File: config.mk
export PLATFORM = sky130hd
export DESIGN_NAME = ftq_pd_wb_writer
export DESIGN_NICKNAME = d
export VERILOG_FILES = /design/src/rtl/ftq_pd_wb_writer_pkg.sv /design/src/rtl/ftq_pd_wb_writer_compress.sv /design/src/rtl/ftq_pd_wb_writer.sv
export SDC_FILE = /design/constraint.sdc
export NUM_CORES = 1
export LEC_CHECK = 0
export ABC_AREA = 1
export BUFFER_PORTS_ARGS = -buffer_cell sky130_fd_sc_hd__buf_2
export CORE_ASPECT_RATIO = 1.5
export CORE_UTILIZATION = 25
export CTS_CLUSTER_SIZE = 40
export DETAILED_ROUTE_END_ITERATION = 16
export PLACE_DENSITY = 0.5
export SLEW_MARGIN = 20
export SYNTH_ARGS = -nofsm -noshare
export SYNTH_HDL_FRONTEND = slang
export SYNTH_SLANG_ARGS = --single-unit
File: constraint.sdc
create_clock -name clock -period 6.2 [get_ports clock]
set_input_delay 1.55 -clock clock [delete_from_list [all_inputs] [get_ports clock]]
set_output_delay 1.55 -clock clock [all_outputs]
set_load 0.02 [all_outputs]
File: src/rtl/ftq_pd_wb_writer_pkg.sv
// Shared sizes, branch-type encodings and the compressed predecode record
// written into the FTQ pd-mem.
package ftq_pd_wb_writer_pkg;
  localparam int FTQ_SIZE      = 64;
  localparam int PREDICT_WIDTH = 16;
  localparam int FTQ_IDX_W     = $clog2(FTQ_SIZE);
  localparam int OFFSET_W      = $clog2(PREDICT_WIDTH);
  localparam int VADDR_W       = 50;

  typedef enum logic [1:0] {
    BR_NONE = 2'd0,
    BR_BR   = 2'd1,
    BR_JAL  = 2'd2,
    BR_JALR = 2'd3
  } brType_e;

  // jmpBits: [0] jalr, [1] call, [2] ret
  typedef struct packed {
    logic [PREDICT_WIDTH-1:0] brMask;
    logic                     jmpValid;
    logic [2:0]               jmpBits;
    logic [OFFSET_W-1:0]      jmpOffset;
    logic [VADDR_W-1:0]       jalTarget;
    logic [PREDICT_WIDTH-1:0] rvcMask;
  } pdEntry_t;

  typedef struct packed {
    logic [FTQ_IDX_W-1:0] ftqIdx;
    pdEntry_t             pd;
  } pdWrite_t;
endpackage

File: src/rtl/ftq_pd_wb_writer_compress.sv
// Combinational compression of per-slot predecode flags into one pd-mem entry.
module ftq_pd_compress
  import ftq_pd_wb_writer_pkg::*;
(
  input  logic [PREDICT_WIDTH-1:0]   slotValid,
  input  logic [PREDICT_WIDTH-1:0]   isRVC,
  input  logic [PREDICT_WIDTH-1:0]   isCall,
  input  logic [PREDICT_WIDTH-1:0]   isRet,
  input  logic [2*PREDICT_WIDTH-1:0] brType,
  input  logic [VADDR_W-1:0]         jalTarget,
  output pdEntry_t                   entry
);
  always_comb begin
    entry           = '0;
    entry.rvcMask   = isRVC;
    entry.jalTarget = jalTarget;
    // Scan downward so the lowest qualifying jump slot wins.
    for (int i = PREDICT_WIDTH-1; i >= 0; i--) begin
      entry.brMask[i] = slotValid[i] & (brType[2*i +: 2] == BR_BR);
      if (slotValid[i] && brType[2*i+1]) begin
        entry.jmpValid  = 1'b1;
        entry.jmpOffset = OFFSET_W'(i);
        entry.jmpBits   = {isRet[i], isCall[i], brType[2*i]};
      end
    end
  end
endmodule

File: src/rtl/ftq_pd_wb_writer.sv
// IFU predecode writeback: compress, buffer in a 2-entry FIFO, and drain into
// the pd-mem write port while tracking which FTQ entries were written.
module ftq_pd_wb_writer
  import ftq_pd_wb_writer_pkg::*;
(
  input  logic                       clock,
  input  logic                       reset,
  input  logic                       io_in_valid,
  output logic                       io_in_ready,
  input  logic [FTQ_IDX_W-1:0]       io_in_ftqIdx,
  input  logic [PREDICT_WIDTH-1:0]   io_in_slotValid,
  input  logic [PREDICT_WIDTH-1:0]   io_in_isRVC,
  input  logic [PREDICT_WIDTH-1:0]   io_in_isCall,
  input  logic [PREDICT_WIDTH-1:0]   io_in_isRet,
  input  logic [2*PREDICT_WIDTH-1:0] io_in_brType,
  input  logic [VADDR_W-1:0]         io_in_jalTarget,
  input  logic                       io_flush,
  input  logic                       io_wgrant,
  output logic                       io_wen_0,
  output logic [FTQ_IDX_W-1:0]       io_waddr_0,
  output logic io_wdata_0_brMask_0,  output logic io_wdata_0_brMask_1,
  output logic io_wdata_0_brMask_2,  output logic io_wdata_0_brMask_3,
  output logic io_wdata_0_brMask_4,  output logic io_wdata_0_brMask_5,
  output logic io_wdata_0_brMask_6,  output logic io_wdata_0_brMask_7,
  output logic io_wdata_0_brMask_8,  output logic io_wdata_0_brMask_9,
  output logic io_wdata_0_brMask_10, output logic io_wdata_0_brMask_11,
  output logic io_wdata_0_brMask_12, output logic io_wdata_0_brMask_13,
  output logic io_wdata_0_brMask_14, output logic io_wdata_0_brMask_15,
  output logic io_wdata_0_jmpInfo_valid,
  output logic io_wdata_0_jmpInfo_bits_0,
  output logic io_wdata_0_jmpInfo_bits_1,
  output logic io_wdata_0_jmpInfo_bits_2,
  output logic [OFFSET_W-1:0] io_wdata_0_jmpOffset,
  output logic [VADDR_W-1:0]  io_wdata_0_jalTarget,
  output logic io_wdata_0_rvcMask_0,  output logic io_wdata_0_rvcMask_1,
  output logic io_wdata_0_rvcMask_2,  output logic io_wdata_0_rvcMask_3,
  output logic io_wdata_0_rvcMask_4,  output logic io_wdata_0_rvcMask_5,
  output logic io_wdata_0_rvcMask_6,  output logic io_wdata_0_rvcMask_7,
  output logic io_wdata_0_rvcMask_8,  output logic io_wdata_0_rvcMask_9,
  output logic io_wdata_0_rvcMask_10, output logic io_wdata_0_rvcMask_11,
  output logic io_wdata_0_rvcMask_12, output logic io_wdata_0_rvcMask_13,
  output logic io_wdata_0_rvcMask_14, output logic io_wdata_0_rvcMask_15,
  output logic [FTQ_SIZE-1:0] io_written,
  output logic                io_dupWrite
);
  pdEntry_t   inEntry;
  pdEntry_t   wData;
  pdWrite_t   mem [2];
  pdWrite_t   head;
  logic [1:0] count;
  logic       wrPtr, rdPtr;
  logic       pop, push;

  ftq_pd_compress uCompress (
    .slotValid (io_in_slotValid),
    .isRVC     (io_in_isRVC),
    .isCall    (io_in_isCall),
    .isRet     (io_in_isRet),
    .brType    (io_in_brType),
    .jalTarget (io_in_jalTarget),
    .entry     (inEntry)
  );

  assign head        = mem[rdPtr];
  assign pop         = (count != 2'd0) && io_wgrant && !io_flush;
  assign io_in_ready = (count != 2'd2) || pop;
  assign push        = io_in_valid && io_in_ready && !io_flush;

  always_ff @(posedge clock) begin
    if (push) mem[wrPtr] <= '{ftqIdx: io_in_ftqIdx, pd: inEntry};
  end

  always_ff @(posedge clock or negedge reset) begin
    if (!reset) begin
      count       <= 2'd0;
      wrPtr       <= 1'b0;
      rdPtr       <= 1'b0;
      io_wen_0    <= 1'b0;
      io_waddr_0  <= '0;
      wData       <= '0;
      io_written  <= '0;
      io_dupWrite <= 1'b0;
    end else begin
      io_wen_0    <= pop;
      io_dupWrite <= pop && io_written[head.ftqIdx];
      if (pop) begin
        io_waddr_0 <= head.ftqIdx;
        wData      <= head.pd;
      end
      if (io_flush) begin
        count      <= 2'd0;
        wrPtr      <= 1'b0;
        rdPtr      <= 1'b0;
        io_written <= '0;
      end else begin
        if (push) wrPtr <= ~wrPtr;
        if (pop) begin
          rdPtr                   <= ~rdPtr;
          io_written[head.ftqIdx] <= 1'b1;
        end
        count <= count + {1'b0, push} - {1'b0, pop};
      end
    end
  end

  assign io_wdata_0_jmpInfo_valid  = wData.jmpValid;
  assign io_wdata_0_jmpInfo_bits_0 = wData.jmpBits[0];
  assign io_wdata_0_jmpInfo_bits_1 = wData.jmpBits[1];
  assign io_wdata_0_jmpInfo_bits_2 = wData.jmpBits[2];
  assign io_wdata_0_jmpOffset      = wData.jmpOffset;
  assign io_wdata_0_jalTarget      = wData.jalTarget;

  assign io_wdata_0_brMask_0  = wData.brMask[0];  assign io_wdata_0_brMask_1  = wData.brMask[1];
  assign io_wdata_0_brMask_2  = wData.brMask[2];  assign io_wdata_0_brMask_3  = wData.brMask[3];
  assign io_wdata_0_brMask_4  = wData.brMask[4];  assign io_wdata_0_brMask_5  = wData.brMask[5];
  assign io_wdata_0_brMask_6  = wData.brMask[6];  assign io_wdata_0_brMask_7  = wData.brMask[7];
  assign io_wdata_0_brMask_8  = wData.brMask[8];  assign io_wdata_0_brMask_9  = wData.brMask[9];
  assign io_wdata_0_brMask_10 = wData.brMask[10]; assign io_wdata_0_brMask_11 = wData.brMask[11];
  assign io_wdata_0_brMask_12 = wData.brMask[12]; assign io_wdata_0_brMask_13 = wData.brMask[13];
  assign io_wdata_0_brMask_14 = wData.brMask[14]; assign io_wdata_0_brMask_15 = wData.brMask[15];

  assign io_wdata_0_rvcMask_0  = wData.rvcMask[0];  assign io_wdata_0_rvcMask_1  = wData.rvcMask[1];
  assign io_wdata_0_rvcMask_2  = wData.rvcMask[2];  assign io_wdata_0_rvcMask_3  = wData.rvcMask[3];
  assign io_wdata_0_rvcMask_4  = wData.rvcMask[4];  assign io_wdata_0_rvcMask_5  = wData.rvcMask[5];
  assign io_wdata_0_rvcMask_6  = wData.rvcMask[6];  assign io_wdata_0_rvcMask_7  = wData.rvcMask[7];
  assign io_wdata_0_rvcMask_8  = wData.rvcMask[8];  assign io_wdata_0_rvcMask_9  = wData.rvcMask[9];
  assign io_wdata_0_rvcMask_10 = wData.rvcMask[10]; assign io_wdata_0_rvcMask_11 = wData.rvcMask[11];
  assign io_wdata_0_rvcMask_12 = wData.rvcMask[12]; assign io_wdata_0_rvcMask_13 = wData.rvcMask[13];
  assign io_wdata_0_rvcMask_14 = wData.rvcMask[14]; assign io_wdata_0_rvcMask_15 = wData.rvcMask[15];
endmodule

==> results of run 1 <==
-- cell type report --
cell class                 instances  share of cell area (%)
antenna                            3                  0.0417
clock buffer                      52                    5.98
clock inverter                    20                   0.959
inverter                          70                    1.56
multi-input combinational        822                    21.5
sequential                       358                    55.1
tap                              756                    5.26
timing repair buffer             328                    9.53
-- layout by cell type, fill, tap and decap left out, drive strengths merged, types with 7 or more instances in the layout --
cell,netlist,layout
dfrtp,166,166
o31ai,92,92
buf,18,328
or2,8,8
o22ai,34,34
clkbuf,31,52
o21ai,56,56
a21oi,21,21
nand2,299,299
inv,69,72
nand3,10,10
edfxtp,192,192
clkinv,1,15
a31oi,7,7
nor2,279,279
-- metal layers --
layer	up-vias	global-route usage, %
li1	5076	-
met1	5055	15.9
met2	371	25.4
met3	84	3.51
met4	12	5.24
met5	-	0
-- where the power goes --
part	internal [uW]	leakage, uW	switching (uW)	total (uW)
registers	2900	0.00394	209	3110
clock network	1310	0.000613	968	2280
logic	521	0.00351	1170	1690
total	4730	0.00806	2350	7080
-- synthesized netlist by cell type (9+ instances only) --
cell / count / area, um^2
a21oi_1: 21 / 105
buf_2: 16 / 80.1
clkbuf_1: 31 / 116
dfrtp_1: 166 / 4150
edfxtp_1: 192 / 5770
inv_1: 58 / 218
nand2_1: 284 / 1070
nand2_4: 9 / 101
nand3_1: 10 / 50.1
nor2_1: 274 / 1030
o21ai_0: 53 / 265
o22ai_1: 34 / 213
o31ai_1: 92 / 691
-- kinds of logic after synthesis --
group	count (synthesis)	share of synthesized area, %
adders and majority gates	2	0.175
AOI/OAI and AO/OA	218	9.81
buffers and inverters	119	3.41
DFF	358	69.5
xor gates and xnor gates	2	0.123
and+or+nand+nor	600	16.9
-- state kept, by name, indices dropped and copies added (netlist names), 2 cells and up --
register and count:
mem 192, count 2, io_written 64, io_wdata_0_jalTarget 50
io_waddr_0 6, io_wdata_0_jmpOffset 4
-- metrics by stage --
| stage | utilization, % | std cells | setup WS [ns] | hold slack (ns) | total power (uW) |
|---|---|---|---|---|---|
| 6_report | 32.1 | 2409 | 1.57 | 0.475 | 7080 |
| 5_1_grt | 32.1 | 2409 | 1.47 | 0.500 | 7460 |
| 4_1_cts | 32.0 | 2405 | 1.59 | 0.479 | 7210 |
| 3_5_place_dp | 29.8 | 2333 | 1.59 | 0.465 | 4880 |
| 3_3_place_gp | 29.8 | 2333 | 1.63 | 0.460 | 4850 |
| 2_1_floorplan | - | 1299 | 0.747 | 0.478 | 4130 |
-- tightest hold or removal path, cell delays in order (launching register included) --
cell and delay (ns):
dfrtp_1 0.33, nand2_1 0.06, o31ai_1 0.05
-- how the worst max path moves through the flow --
stage,start,to,cells past startpoint
global placement,io_flush,io_in_ready,5
global route,io_flush,io_in_ready,5
finish,io_flush,io_in_ready,5
floorplan,io_flush,mem[0][0],8
detailed placement,io_flush,io_in_ready,5
CTS,io_flush,io_in_ready,5
==> flow_summary.ini, run 1 <==
[critical_path]
rrSetupSlack_ns = 3.17
critical_path_buf_inv_count = 3
cp_max_fo = 62
required_ns = 4.65
cp-end-kind = output pin
worstPathCellList = buf_2 -> nor2_2 -> inv_6 -> nand3_1 -> buf_2
rr_endpoint = io_dupWrite
slowest_stage = buf_2
cp_top_family = buffers and inverters
worst_path_largest_cell_delay_ns = 0.49
crit_path_start_kind = primary input
rr_worst_depth = 11
crit_arrival_ns = 3.08
path_class = in2out
reg2reg_from = rdPtr
cp_common_cell = buf_2

[final_layout]
fin_nets = 1778
syn2layout_area_growth_pct = 26.1
drive_gt1_share_pct = 25.9
seq_area_um2 = 9920
fill_cells = 5780
finalInstanceArea_um2 = 18000
multi_input_area_um2 = 3870

[flow_run]
drv_cap = 0

[drt]
first_pass_iters = 7
wl_met3_um = 3000
drt-met1-wl_um = 16100
via_per_inst = 4.40
dr_wl_met2_um = 21000
wl_um = 41400
ant_nets = 0
drt_iter0_markers = 487
wire_per_inst_um = 17.2
highest_layer = met5
remaining_drc_errors = 0
vias = 10600

[grt]
grt_usage_pct = 14.1
grt_max_degree = 99
overflow = 0
first_global_vias = 10700
antenna_found_initial = 9
grt_first_pass_wirelength_um = 62400

[timing]
slew_violations = 0
fin_crit_sh_pct = 74.7
worstMarginPinSlew_ns = 0.951
finalSetupTns_ns = 0
max_slew_margin_pct = 36.6
max_freq_mhz = 216
clock_skew_ns = 0.0188
rsz0062_at_grt = false
finalSetupViolCount = 0
hold_viol = 0
finalCriticalPeriod_ns = 4.63

[yosys]
synth-main-ff-cell = edfxtp_1
synth_fp_nets = 1458
yosysSeqAreaShare_pct = 69.5
synth_cells = 1299
synth.avg_cell_area_um2 = 11.0
synth_cell_types = 39
netlist_area_um2 = 14300
ys_ff_latch = 358
synthArstFlopShare_pct = 46.4
yosys_warnings = 0
synth-edff-count = 192

[floorplan]
die_h_um = 295
die-area_um2 = 58000
core_um2 = 56100
start_util_pct = 25.4
fp.dieW_um = 197
fp-row-count = 106
ios = 320

[clocking]
clockRootBuffer = clkbuf_16
clk_latency_ns = 0.54
clk_path_buf_depth = 3
postCtsSetupBuffers = 0
numCtsBuffers = 39
cts_tree = yes
numClockSinks = 358
holdBufCountCts = 0
cts_max_level = 2
post_cts.resized_instances = 0
clk_pin_slew_worst_paths_ns = 0.06

[min_path]
min_from = io_wdata_0_jalTarget[21]
holdPathEnd = io_wdata_0_jalTarget[21]
hold_class = reg2reg
min_path_cells = 2

[power_and_ir_drop]
power_per_cell_area_nw_per_um2 = 394
power_leakage_uw = 0.00806
ir_drop_mv = 0.154

[run_status]
status = completed

[place]
port_buffers = 319
place_congestion = 0.902
hpwl_um = 27400
place_area_um2 = 16700
No activity file was read; power rests on OpenSTA's default activity.
==> inputs of run 2 (changes only) <==
==> constraint.sdc (replaced) <==
create_clock -name clock -period 4.72 [get_ports clock]
set_input_delay 1.18 -clock clock [delete_from_list [all_inputs] [get_ports clock]]
set_output_delay 1.18 -clock clock [all_outputs]
set_load 0.02 [all_outputs]
==> run 2 against run 1 <==
Against the previous run: die area did not move; clock-buffer cell count rose by 5; clock skew rose by 0.0057 ns; critical path depth did not move; sequential power rose by 31%; register-to-register slack got worse by 1.0 ns; combinational power rose by 32%; worst setup slack got worse by 0.33 ns; first-iteration DRC count fell by 9.4%; core utilization rose by 0.054 points.
==> flow_summary.ini, run 2 (synthesized netlist as in run 1, its figures left out) <==
[power_and_ir_drop]
power_per_cell_area_nw_per_um2 = 513
power_leakage_uw = 0.00807
ir_drop_mv = 0.225

[clocking]
numClockSinks = 358
postCtsSetupBuffers = 0
clk_path_buf_depth = 3
holdBufCountCts = 0
cts_max_level = 2
clk_pin_slew_worst_paths_ns = 0.06
clk_latency_ns = 0.55
numCtsBuffers = 39
post_cts.resized_instances = 0
cts_tree = yes
clockRootBuffer = clkbuf_16

[drt]
vias = 10600
wl_um = 41900
via_per_inst = 4.40
drt_iter0_markers = 441
remaining_drc_errors = 0
ant_nets = 0
first_pass_iters = 5
wire_per_inst_um = 17.4

[grt]
first_global_vias = 10900
antenna_found_initial = 11
grt_first_pass_wirelength_um = 63500
grt_max_degree = 195
overflow = 0
grt_usage_pct = 14.4

[timing]
finalSetupTns_ns = 0
fin_crit_sh_pct = 73.8
rsz0062_at_grt = false
slew_violations = 0
finalCriticalPeriod_ns = 3.48
finalSetupViolCount = 0
worstMarginPinSlew_ns = 1.07
max_freq_mhz = 287
max_slew_margin_pct = 28.6
hold_viol = 0
clock_skew_ns = 0.0245

[min_path]
min_path_cells = 2
holdPathEnd = io_wdata_0_jalTarget[19]
hold_class = reg2reg
min_from = io_wdata_0_jalTarget[19]

[floorplan]
ios = 320
die_h_um = 295
die-area_um2 = 58000
start_util_pct = 25.4
core_um2 = 56100
fp.dieW_um = 197
fp-row-count = 106

[final_layout]
final_util_pct = 32.1
fin_cells = 2411
multi_input_area_um2 = 3870
syn2layout_area_growth_pct = 26.4
mostFrequentLayoutCells = buf_2, nand2_1, nor2_1
fin_nets = 1782
final_common_cell = buf_2
largest_reg_flops = 192
drive_gt1_share_pct = 25.9
largest-register = mem
seq_area_um2 = 9920
fill_cells = 5857

[place]
hpwl_um = 28500
dpl.cell_count = 2338
place_congestion = 0.910
port_buffers = 319

[critical_path]
reg2reg_from = rdPtr
crit_path_start_kind = primary input
cp-end-kind = output pin
rr_endpoint = io_dupWrite
rrSetupSlack_ns = 2.12
path_class = in2out
cp_max_fo = 27
crit_arrival_ns = 2.30
rr_worst_depth = 11
required_ns = 3.54

[flow_run]
drv_cap = 0

[run_status]
status = completed
[run 2: area by class of cell]
| cell class | count | area share [%] |
|---|---|---|
| flip-flops and latches | 358 | 55.0 |
| multi-input cells | 822 | 21.5 |
| repair buffers | 332 | 9.92 |
| clock buffers | 57 | 6.07 |
| well taps | 756 | 5.25 |
| inverters | 70 | 1.55 |
| clock inverters | 15 | 0.646 |
| diodes | 1 | 0.0139 |
[run 2: worst max-delay path: stages]
cell and delay, ns:
buf_2 0.28, nor2_2 0.47, inv_6 0.05, nand3_1 0.11
buf_2 0.20
[run 2: stage by stage]
stage / hold WS, ns / power (uW) / area, um^2 / worst slack [ns]
floorplan: 0.516 / 5420 / 14300 / 0.660
global placement: 0.460 / 6390 / 16800 / 1.21
detailed placement: 0.463 / 6430 / 16800 / 1.21
CTS: 0.478 / 9410 / 18000 / 1.25
global route: 0.496 / 9740 / 18000 / 1.17
finish: 0.473 / 9240 / 18000 / 1.24
[run 2: how the worst max path moves through the flow]
stage / from / end / cells after the start
2_1_floorplan: io_flush / mem[0][0] / 8
3_3_place_gp: io_flush / mem[0][38] / 9
3_5_place_dp: io_flush / mem[0][38] / 9
4_1_cts: io_flush / io_in_ready / 5
5_1_grt: io_flush / io_in_ready / 5
6_report: io_flush / io_in_ready / 5
[run 2: routing by layer]
layer / vias up / routed length (um) / GRT usage, %
met5: - / 106 / 0
met4: 16 / 1200 / 4.80
met3: 88 / 2850 / 3.48
met2: 364 / 21600 / 26.3
met1: 5050 / 16100 / 16.1
li1: 5084 / - / -
[run 2: where the power goes]
group / leakage (uW) / switching, uW / total [uW] / internal (uW)
Sequential: 0.00394 / 269 / 4080 / 3810
Combinational: 0.00355 / 1540 / 2230 / 694
Clock: 0.000591 / 1260 / 2930 / 1670
Total: 0.00807 / 3060 / 9240 / 6170
==> inputs of run 3 (changes only) <==
==> constraint.sdc (replaced) <==
create_clock -name clock -period 3.4 [get_ports clock]
set_input_delay 0.85 -clock clock [delete_from_list [all_inputs] [get_ports clock]]
set_output_delay 0.85 -clock clock [all_outputs]
set_load 0.02 [all_outputs]
==> run 3 against run 2 <==
Against the previous run: via count is 0.42% lower; global-route usage is 0.064 points lower; core utilization is 0.18 points higher; worst setup slack worse by 0.50 ns; clock power is 48% higher; combinational power is 38% higher; final cell count stayed put; hold slack worse by 0.25 ns; largest cell class unchanged; sequential power is 39% higher; die area stayed put.
==> flow_summary.ini, run 3 (synthesized netlist as in run 1, its figures left out) <==
[timing]
fin_crit_sh_pct = 78.3
max_freq_mhz = 376
hold_ws_ns = 0.225
setup_slack_ns = 0.739
hold_viol = 0
finalSetupTns_ns = 0
finalSetupViolCount = 0
slew_violations = 0
finalCriticalPeriod_ns = 2.66
worstMarginPinSlew_ns = 0.723
clock_skew_ns = 0.0132
max_slew_margin_pct = 51.8
rsz0062_at_grt = false

[clocking]
cts_tree = yes
numCtsBuffers = 38
post_cts.resized_instances = 0
clk_path_buf_depth = 3
postCtsSetupBuffers = 0
clockRootBuffer = clkbuf_16
cts_max_level = 2
clk_pin_slew_worst_paths_ns = 0.06
holdBufCountCts = 0
numClockSinks = 358
clk_latency_ns = 0.53

[grt]
grt_first_pass_wirelength_um = 62700
antenna_found_initial = 10
overflow = 0
first_global_vias = 10700
grt_max_degree = 127
grt_usage_pct = 14.3

[floorplan]
die_h_um = 295
core_um2 = 56100
start_util_pct = 25.4
ios = 320
die-area_um2 = 58000
fp-row-count = 106
fp.dieW_um = 197

[critical_path]
worstPathCellList = o21ai_1 -> nor2_4 -> inv_6 -> nand3_4 -> buf_2
required_ns = 2.55
rr_worst_depth = 14
worst_path_largest_cell_delay_ns = 0.46
crit_arrival_ns = 1.81
critical_path_buf_inv_count = 2
cp_max_fo = 8
crit_path_start_kind = register
cp-end-kind = output pin
rr_endpoint = io_dupWrite
cp_top_family = flip-flops
rrSetupSlack_ns = 0.90
path_class = reg2out
slowest_stage = dfrtp_1
reg2reg_from = rdPtr

[drt]
ant_nets = 0
drt_iter0_markers = 304
wl_um = 41500
remaining_drc_errors = 0
vias = 10600
via_per_inst = 4.38
wire_per_inst_um = 17.2
first_pass_iters = 7

[place]
port_buffers = 319
place_ws_ns = 0.627
dpl.cell_count = 2339
place_congestion = 0.912
hpwl_um = 28500

[final_layout]
largest-register = mem
final_util_pct = 32.3
syn2layout_area_growth_pct = 27.1
final_common_cell = buf_2
largest_reg_flops = 192
drive_gt1_share_pct = 26.7
fin_cells = 2411
fin_nets = 1782
mostFrequentLayoutCells = buf_2, nand2_1, nor2_1

[power_and_ir_drop]
power_per_cell_area_nw_per_um2 = 723
power_leakage_uw = 0.00812
ir_drop_mv = 0.255

[min_path]
hold_class = in2async

[flow_run]
drv_cap = 0

[run_status]
status = completed
==> run 3: changes by cell type in the layout (fill, tap and decap cells not counted), moves of 2 or more <==
| cell | change |
|---|---|
| clkbuf_1 | -7 |
| nand2_1 | -2 |
| bufinv_16 | +4 |
| clkinv_2 | +3 |
| buf_4 | +4 |
| buf_12 | -3 |
| clkinv_1 | -3 |
==> run 3: power by group <==
part / switching (uW) / total, uW / internal [uW]
Sequential: 394 / 5680 / 5290
Clock: 1750 / 4350 / 2590
Combinational: 2120 / 3070 / 960
Total: 4260 / 13100 / 8840
==> run 3: final cells by class <==
class | instances | area, um^2
Fill cell | 5775 | 38000
Clock buffer | 50 | 1060
Antenna cell | 2 | 5.00
Tap cell | 756 | 946
Inverter | 70 | 280
Clock inverter | 20 | 256
Timing Repair Buffer | 333 | 1760
Sequential cell | 358 | 9920
Multi-Input combinational cell | 822 | 3900
==> run 3: routing by layer <==
metal / up-vias / track usage (%) / wire length, um
li1: 5088 / - / -
met1: 5009 / 15.5 / 15600
met2: 362 / 26.5 / 21700
met3: 84 / 3.52 / 2740
met4: 14 / 5.41 / 1370
met5: - / 0 / 92
==> run 3: how the worst max path moves through the flow <==
stage,from,end,slack (ns),cells after the start
2_1_floorplan,io_wgrant,mem[0][0],0.006,8
3_3_place_gp,io_wgrant,mem[0][4],0.65,10
3_5_place_dp,io_wgrant,mem[0][0],0.63,10
4_1_cts,count[1],io_in_ready,0.73,5
5_1_grt,count[1],io_in_ready,0.65,5
6_report,count[1],io_in_ready,0.74,5
==> run 3: per-stage QoR <==
stage	instance area, um^2	total power, uW
floorplan	14300	7540
global placement	16800	8870
detailed placement	16800	8910
CTS	18100	13300
global route	18100	13800
finish	18100	13100
